### src/rtl/riscv_pkg.sv
// Shared BRISKI core definitions: BRAM geometry, boot address and program-loader types.
package riscv_pkg;

  localparam int BRISKI_MEM_DEPTH = 4096;
  localparam int NB_COL           = 4;
  localparam int COL_WIDTH        = 8;
  localparam int ADDR_WIDTH       = $clog2(BRISKI_MEM_DEPTH);
  localparam int STARTUP_ADDR     = 0;

  // Length header and every program word are sent as this many bytes, little-endian.
  localparam int LOADER_HDR_BYTES = 4;

  typedef enum logic [2:0] {
    IDLE,
    LEN,
    DATA,
    WRITE,
    FINISH,
    ERR
  } loader_state_t;

endpackage

### src/rtl/briski_prog_loader_byte_packer.sv
// Collects little-endian bytes into 32-bit words; word_valid marks the handshake of the last byte.
module briski_byte_packer
  import riscv_pkg::*;
(
  input  logic        clk,
  input  logic        resetn,
  input  logic        clear,
  input  logic        byte_valid,
  input  logic [7:0]  byte_data,
  output logic [31:0] word,
  output logic        word_valid
);

  logic [1:0]  byte_cnt;
  logic [31:0] shreg;

  always_ff @(posedge clk or negedge resetn) begin
    if (!resetn) begin
      byte_cnt <= 2'd0;
      shreg    <= '0;
    end else if (clear) begin
      byte_cnt <= 2'd0;
    end else if (byte_valid) begin
      byte_cnt <= byte_cnt + 2'd1;
      shreg[byte_cnt*COL_WIDTH +: COL_WIDTH] <= byte_data;
    end
  end

  // The completed word includes the byte being accepted this cycle, so the
  // consumer can register it on the same edge as the final handshake.
  always_comb begin
    word = shreg;
    word[byte_cnt*COL_WIDTH +: COL_WIDTH] = byte_data;
  end

  assign word_valid = byte_valid && (byte_cnt == 2'(LOADER_HDR_BYTES - 1));

endmodule

### src/rtl/briski_prog_loader.sv
// Streams a length-prefixed program into instruction BRAM while holding the core in reset.
module briski_prog_loader #(
  parameter int ADDR_WIDTH = $clog2(riscv_pkg::BRISKI_MEM_DEPTH),
  parameter int MEM_WORDS  = riscv_pkg::BRISKI_MEM_DEPTH,
  parameter int BASE_ADDR  = riscv_pkg::STARTUP_ADDR
) (
  input  logic                          clk,
  input  logic                          resetn,
  input  logic                          start,
  input  logic                          in_valid,
  input  logic [7:0]                    in_data,
  output logic                          in_ready,
  output logic [riscv_pkg::NB_COL-1:0]  mem_we,
  output logic [ADDR_WIDTH-1:0]         mem_addr,
  output logic [31:0]                   mem_wdata,
  output logic                          core_hold,
  output logic                          done,
  output logic                          err
);

  import riscv_pkg::*;

  localparam logic [31:0]           LIMIT = 32'(MEM_WORDS - BASE_ADDR);
  localparam logic [ADDR_WIDTH-1:0] BASE  = ADDR_WIDTH'(BASE_ADDR);

  loader_state_t         state_q, state_d;
  logic [ADDR_WIDTH:0]   word_cnt_q;
  logic [ADDR_WIDTH:0]   len_q;
  logic                  core_hold_q;
  logic                  done_q;
  logic [NB_COL-1:0]     mem_we_q;
  logic [ADDR_WIDTH-1:0] mem_addr_q;
  logic [31:0]           mem_wdata_q;
  logic                  clear;
  logic                  accept;
  logic [31:0]           word;
  logic                  word_valid;

  assign in_ready = (state_q == LEN) || (state_q == DATA);
  assign accept   = in_valid && in_ready;

  briski_byte_packer u_packer (
    .clk        (clk),
    .resetn     (resetn),
    .clear      (clear),
    .byte_valid (accept),
    .byte_data  (in_data),
    .word       (word),
    .word_valid (word_valid)
  );

  always_comb begin
    state_d = state_q;
    clear   = 1'b0;
    case (state_q)
      IDLE, ERR: begin
        if (start) begin
          state_d = LEN;
          clear   = 1'b1;
        end
      end
      LEN: begin
        if (word_valid) begin
          if (word == 32'd0)     state_d = FINISH;
          else if (word > LIMIT) state_d = ERR;
          else                   state_d = DATA;
        end
      end
      DATA: begin
        if (word_valid) state_d = WRITE;
      end
      WRITE: begin
        if (word_cnt_q + 1'b1 == len_q) state_d = FINISH;
        else                            state_d = DATA;
      end
      FINISH:  state_d = IDLE;
      default: state_d = IDLE;
    endcase
  end

  always_ff @(posedge clk or negedge resetn) begin
    if (!resetn) begin
      state_q     <= IDLE;
      word_cnt_q  <= '0;
      len_q       <= '0;
      core_hold_q <= 1'b0;
      done_q      <= 1'b0;
      mem_we_q    <= '0;
      mem_addr_q  <= '0;
      mem_wdata_q <= '0;
    end else begin
      state_q  <= state_d;
      done_q   <= (state_q == FINISH);
      mem_we_q <= (state_d == WRITE) ? {NB_COL{1'b1}} : '0;

      if (state_q == LEN && word_valid) len_q <= word[ADDR_WIDTH:0];

      // Address and data are captured on the last byte so the write lands in the very next cycle.
      if (state_q == DATA && word_valid) begin
        mem_addr_q  <= BASE + word_cnt_q[ADDR_WIDTH-1:0];
        mem_wdata_q <= word;
      end

      if (clear)                 word_cnt_q <= '0;
      else if (state_q == WRITE) word_cnt_q <= word_cnt_q + 1'b1;

      if (clear)                                        core_hold_q <= 1'b1;
      else if (state_q == FINISH || state_d == ERR)     core_hold_q <= 1'b0;
    end
  end

  assign mem_we    = mem_we_q;
  assign mem_addr  = mem_addr_q;
  assign mem_wdata = mem_wdata_q;
  assign core_hold = core_hold_q;
  assign done      = done_q;
  assign err       = (state_q == ERR);

endmodule

### config.mk
export PLATFORM = sky130hd
export DESIGN_NAME = briski_prog_loader
export DESIGN_NICKNAME = d
export VERILOG_FILES = /design/src/rtl/riscv_pkg.sv /design/src/rtl/briski_prog_loader_byte_packer.sv /design/src/rtl/briski_prog_loader.sv
export SDC_FILE = /design/constraint.sdc
export NUM_CORES = 1
export LEC_CHECK = 0
export ABC_AREA = 1
export CAP_MARGIN = 20
export CORE_ASPECT_RATIO = 0.7
export CORE_UTILIZATION = 57
export DETAILED_ROUTE_END_ITERATION = 8
export DONT_BUFFER_PORTS = 1
export HOLD_SLACK_MARGIN = 0.03
export PLACE_DENSITY = 0.85
export RECOVER_POWER = 50
export SLEW_MARGIN = 20
export SYNTH_ARGS = -nofsm -noshare
export SYNTH_HDL_FRONTEND = slang
export SYNTH_HIERARCHICAL = 1
export SYNTH_SLANG_ARGS = --single-unit
### constraint.sdc
create_clock -name clk -period 2.65 [get_ports clk]
set_clock_uncertainty 0.2 [all_clocks]
set_input_delay 0.53 -clock clk [delete_from_list [all_inputs] [get_ports clk]]
set_output_delay 0.53 -clock clk [all_outputs]
set_load 0.01 [all_outputs]
After elaboration in Yosys (flattened, before gate mapping). Index checks and enable logic that the tools add are counted.

Output and inout port bits: 52. Word-level logic and storage cells: 56. Input bits: 12. Register bits after elaboration: 113.

Shift-type cells: 2. Equal/unequal tests: 9. Muxes and demuxes: 17. Order comparisons: 1. Reduce and logical (&&, ||, !) cells: 13. Bitwise operators: 1. $add $sub $neg: 3.

Operator list (count): 5-bit negation with 34-bit output (1); 8-bit by 34-bit variable shift with 32-bit output, first input constant (1); 8-bit by 34-bit variable part select with 32-bit output (1); 32-bit bitwise mux (1); 32-bit by 13-bit > comparator with 1-bit output, second input constant (1); 32-bit logical NOT (1); 13-bit two-way mux (2); 3-bit two-way mux (6); 13-bit by 1-bit adder with 13-bit output, second input constant (1); 13-bit equality test (1); 3-bit case mux with 4 select lines (1); 3-bit by 2-bit equality test with 1-bit output, second input constant (3); 3-bit equality test, second input constant (3); 2-bit nonzero test (3); 1-bit logical AND (4); 1-bit two-way mux (4); 2-bit two-way mux (2); 4-bit two-way mux (1); 3-bit by 1-bit equality test with 1-bit output, second input constant (1); 3-bit logical NOT (1); 2-bit by 1-bit adder with 2-bit output, second input constant (1); 2-bit equality test, second input constant (1); 1-bit logical OR (2); 2-bit AND reduction (1); other kinds (2) (2).

Logic depth before layout (Yosys ltp).
Word-level depth: 12. Depth in mapped cells: 20. Gate-level depth less buffers: 17.

Modules after synthesis. Netlist, hierarchy kept.

Modules (own cells, without submodules): briski_prog_loader (cells an instance 453, times used 1, area an instance 3567.2 um^2, sequential area each 1901.8 um^2); briski_byte_packer (cells an instance 291, times used 1, area an instance 1980.6 um^2, sequential area each 850.8 um^2).

Worst setup path before layout. OpenSTA, ideal clock, no wires.

Kind: reg2reg. From: reg u_packer.byte_cnt[0]. To: reg core_hold_q (netlist: core_hold). Arrival time: 2243 ps. Stages on the path, launching flop included: 17. Period minus slack after synthesis: 2509 ps. Required time: 2384 ps. Slack: 141 ps. Path buffers: 1. Path through: dfrtp_1 -> buf_2 -> inv_2 -> ha_1 -> nand2_1 -> nor2_4 -> nand2_1 -> nand2_1 -> nor4_1 -> nand3_1 -> nand2_1 -> nand3b_1 -> a21oi_1 -> nand2_1 -> nand2_1 -> nand2_1 -> nand2_1.

Cells in the longest elaborated chain, start to end: 11. Elaborated cells between the ends (all ways): 16. Those cells by class: add/sub: 1; order compare: 1; eq/ne: 2; shift: 2; mux: 6; reduce/logical: 4.

RTL lines: start: declaration (line briski_prog_loader_byte_packer.sv:14) `logic [1:0] byte_cnt;`; start signal: assignment (line briski_prog_loader_byte_packer.sv:24) `byte_cnt <= byte_cnt + 2'd1;`; 5-bit negation with 34-bit output (*) (line briski_prog_loader_byte_packer.sv:33) `word[byte_cnt*COL_WIDTH +: COL_WIDTH] = byte_data;`; 8-bit by 34-bit variable part select with 32-bit output / 8-bit by 34-bit variable shift with 32-bit output (equally long branches) (line briski_prog_loader_byte_packer.sv:33); 32-bit bitwise mux (*) (line briski_prog_loader_byte_packer.sv:33); net word[8] (line briski_prog_loader.sv:36) `logic [31:0] word;`; 32-bit by 13-bit > comparator with 1-bit output (line briski_prog_loader.sv:65) `else if (word > LIMIT) state_d = ERR;`; 3-bit two-way mux (line briski_prog_loader.sv:65); 3-bit two-way mux (*) (line briski_prog_loader.sv:64) `if (word == 32'd0) state_d = FINISH;`; 3-bit two-way mux (*) (line briski_prog_loader.sv:63) `if (word_valid) begin`; 3-bit case mux with 4 select lines (*) (line briski_prog_loader.sv:55) `case (state_q)`; net state_d[2] (line briski_prog_loader.sv:26) `loader_state_t state_q, state_d;`; 3-bit equality test (*) (line briski_prog_loader.sv:108) `else if (state_q == FINISH || state_d == ERR) core_hold_q <= 1'b0;`; 1-bit logical OR (*) (line briski_prog_loader.sv:108); 2-bit nonzero test (no source line) (*); end signal: assignment (line briski_prog_loader.sv:86) `core_hold_q <= 1'b0;`; end signal: assignment (line briski_prog_loader.sv:107) `if (clear) core_hold_q <= 1'b1;`; end signal: assignment (line briski_prog_loader.sv:108); end: declaration (line briski_prog_loader.sv:29) `logic core_hold_q;`.

The timed path passes the listed nets; every way through them passes the cells marked *. A chain may end at the register's enable or synchronous reset.

Worst setup path after layout. Ends and elaborated chain as after synthesis.

==> results.json <==
{
  "status": "finished, violations left",
  "violations": "hold timing",
  "core_um2": 9250,
  "synth.net_count": 762,
  "rrSetupSlack_ps": 110,
  "worst_path_most_repeated_cell": "nand2_1",
  "setup.worst_path.class": "flip-flop to flip-flop",
  "seqPwrFrac_pct": 38.6,
  "hold_class": "input pin to asynchronous set/reset pin",
  "grt_overflow_total": 0,
  "fin_nets": 764,
  "p_int_mw": 4.15,
  "finalMaxSlewViolations": 0,
  "portBuffers": 0,
  "hold_viol": 110,
  "cts_buffers": 9,
  "yosysTopAreaCell": "dfrtp_1",
  "hold_ws_ps": -339,
  "vias_per_cell": 5.69,
  "crit_fanout": 8,
  "timing.setup.tns_ps": 0,
  "avgSynthCellArea_um2": 7.46,
  "grt_usage_pct": 29.2,
  "busiest_layer": "met2",
  "cp-end-kind": "flip-flop",
  "dieWidth_um": 120,
  "power.density_nw_per_um2": 1200,
  "worstPathRequired_ps": 2740,
  "die_y_um": 84.5,
  "grt_max_degree": 111,
  "synth_cell_types": 31,
  "synth_top_area_share_pct": 49.6,
  "finalWeightedCongestion": 0.955,
  "area_growth_syn_to_layout_pct": 10.4,
  "ant_nets": 0,
  "grt_use_met2_pct": 43.3,
  "power_switching_mw": 3.19,
  "vdd_drop_max_uv": 517,
  "antenna_found_initial": 0,
  "synth_cells": 744,
  "drive_above_1_share_pct": 9.85,
  "cap_violations": 0,
  "final_util_pct": 66.2,
  "num_rows": 29,
  "grt_use_met3_pct": 9.44,
  "drc_errors": 0,
  "cts_htree_levels": 3,
  "cts_tree": "yes",
  "routed_wl_mm": 14.2,
  "worst_pin_slew_ps": 684,
  "netlist_area_um2": 5550,
  "synthTopCellsByArea": "dfrtp_1 50%, nand2_1 22%, inv_1 5.7%",
  "ys_seq_area_share_pct": 49.6,
  "cts_num_sinks": 110,
  "design.die.area_um2": 10100,
  "crit_chain": "inv_4, ha_4, nand2_2, nor2_4, nand2_1, nand2_2, nor4_4, nand3_1, nand2_1, nand3b_1, a21oi_2, nand2_1, nand2_1, nand2_1, nand2_1",
  "ioPinCount": 64,
  "start_util_pct": 60.0,
  "p_sw_share_pct": 43.5,
  "drt_iter0_markers": 578,
  "routedWlPerCell_um": 16.2,
  "power_mw": 7.33,
  "vias": 4981,
  "critPathMaxStageDelay_ps": 460,
  "hpwl_mm": 9.94,
  "relSlewSlack_pct": 54.4,
  "slowest_stage": "dfrtp_2",
  "fmax_mhz": 394,
  "clock_latency_ps": 350,
  "root_buffer": "clkbuf_16",
  "grt_pass1_wl_mm": 22.8,
  "n_antenna_cell": 0,
  "p_comb_share_pct": 41.2,
  "synth-edff-count": 0,
  "start_kind": "flip-flop",
  "ys.warnings.count": 6,
  "drtPass1Iterations": 5,
  "use_met1_pct": 41.6,
  "period_share_pct": 95.7,
  "ys.flop_type": "dfrtp_1",
  "leakage_nw": 3.18,
  "synth-seq-cells": 110,
  "grt_pass1_vias": 4662,
  "cp_data_arrival_time_ps": 2630,
  "period_minus_slack_ps": 2540,
  "path_clk_slew_ps": 80,
  "clkPwrFrac_pct": 20.2,
  "max-clock-path-buffers": 2,
  "setup-violations-final": 0,
  "async_reset_ff_share_pct": 100
}
stage by stage:
step / worst slack (ps) / instances / cell area, um2
3_5_place_dp: -99.9 / 854 / 5670
2_1_floorplan: 141 / 744 / 5550
3_3_place_gp: 3.14 / 854 / 5670
5_1_grt: -55.5 / 875 / 6120
6_report: 115 / 875 / 6120
4_1_cts: 11.9 / 870 / 6020
critical path: cells and delay by family, from the launching register on:
family          cells  cell delay [ps]
fa+ha+maj           1              230
buf+inv             1              120
flops               1              460
simple gates       12             1270
compound gates      1              170
Yosys cell counts, types with 2 or more instances:
cell	count
inv_2	7
o21ai_0	58
o22ai_1	6
buf_6	2
nor2_2	4
ha_1	6
o21ai_1	4
nand3b_1	3
o21ai_2	6
inv_1	84
nand4_1	20
nand2_1	322
nor2_4	6
buf_2	6
buf_4	3
clkbuf_1	13
nand3_1	31
dfrtp_1	110
nor2_1	38
a21oi_1	4
registers in the layout, indices dropped and copies added (netlist names):
register / cells
mem_wdata: 32
u_packer/shreg: 32
len_q: 13
word_cnt_q: 13
mem_addr: 12
state_q: 3
u_packer/byte_cnt: 2
core_hold: 1
done: 1
mem_we: 1
per-layer routing:
metal / vias up / share of wire [%] / routed length [um]
li1: 2325 / - / -
met1: 2401 / 45 / 6360
met2: 234 / 45 / 6350
met5: - / 0 / 0
met4: 0 / 1.1 / 154
met3: 21 / 9.4 / 1340
worst paths after layout:
kind	start	endpoint	cells after the start
max reg2reg	u_packer/byte_cnt[0]	core_hold	15
max	u_packer/byte_cnt[0]	core_hold	15
min in group clk	start	state_q[2]	3
min reg2reg	u_packer/shreg[18]	u_packer/shreg[18]	2
max in group asynchronous	resetn	u_packer/byte_cnt[1]	0
min	resetn	mem_wdata[25]	0
cell usage in the layout, fill, tap and decap left out, types with 7 or more instances in the layout:
cell type  count
inv_1         81
nand3_1       31
nor2_1        35
nand4_1       20
buf_4         14
dfrtp_1      108
nor2_2         7
o21ai_0       58
clkbuf_16      9
nand2_1      320
layout make-up:
class | count | area [um2]
clock inverters | 7 | 103
flip-flops and latches | 110 | 2760
fillers | 734 | 3130
repair buffers | 15 | 125
multi-input cells | 517 | 2400
well taps | 124 | 155
inverters | 93 | 364
clock buffers | 9 | 225
cell families after synthesis:
| logic type | count (synthesis) | share of synthesized area, % |
|---|---|---|
| flip-flops | 110 | 49.6 |
| AO/OA/AOI/OAI | 82 | 8.12 |
| XOR/XNOR | 1 | 0.158 |
| adder cells (fa/ha/maj) | 6 | 1.35 |
| AND/OR/NAND/NOR | 428 | 32.2 |
| buffers and inverters | 117 | 8.55 |
power groups by stage:
stage	combinational (mW)	clock [mW]	sequential (mW)
after CTS	2.71	1.50	2.82
final	3.02	1.48	2.83
after detailed placement	2.61	0	2.84
after floorplan	2.02	0	2.72
after global routing	3.35	1.56	2.91
after global placement	2.50	0	2.81
timing repair:
item                                    4_1_cts  5_1_grt
pin swaps                                     0        6
endpoints found under the setup margin        7        4
setup buffers                                 0        5
endpoints found under the hold margin       110      110
gates resized for setup                       5       23
No activity file was read; power rests on OpenSTA's default activity.
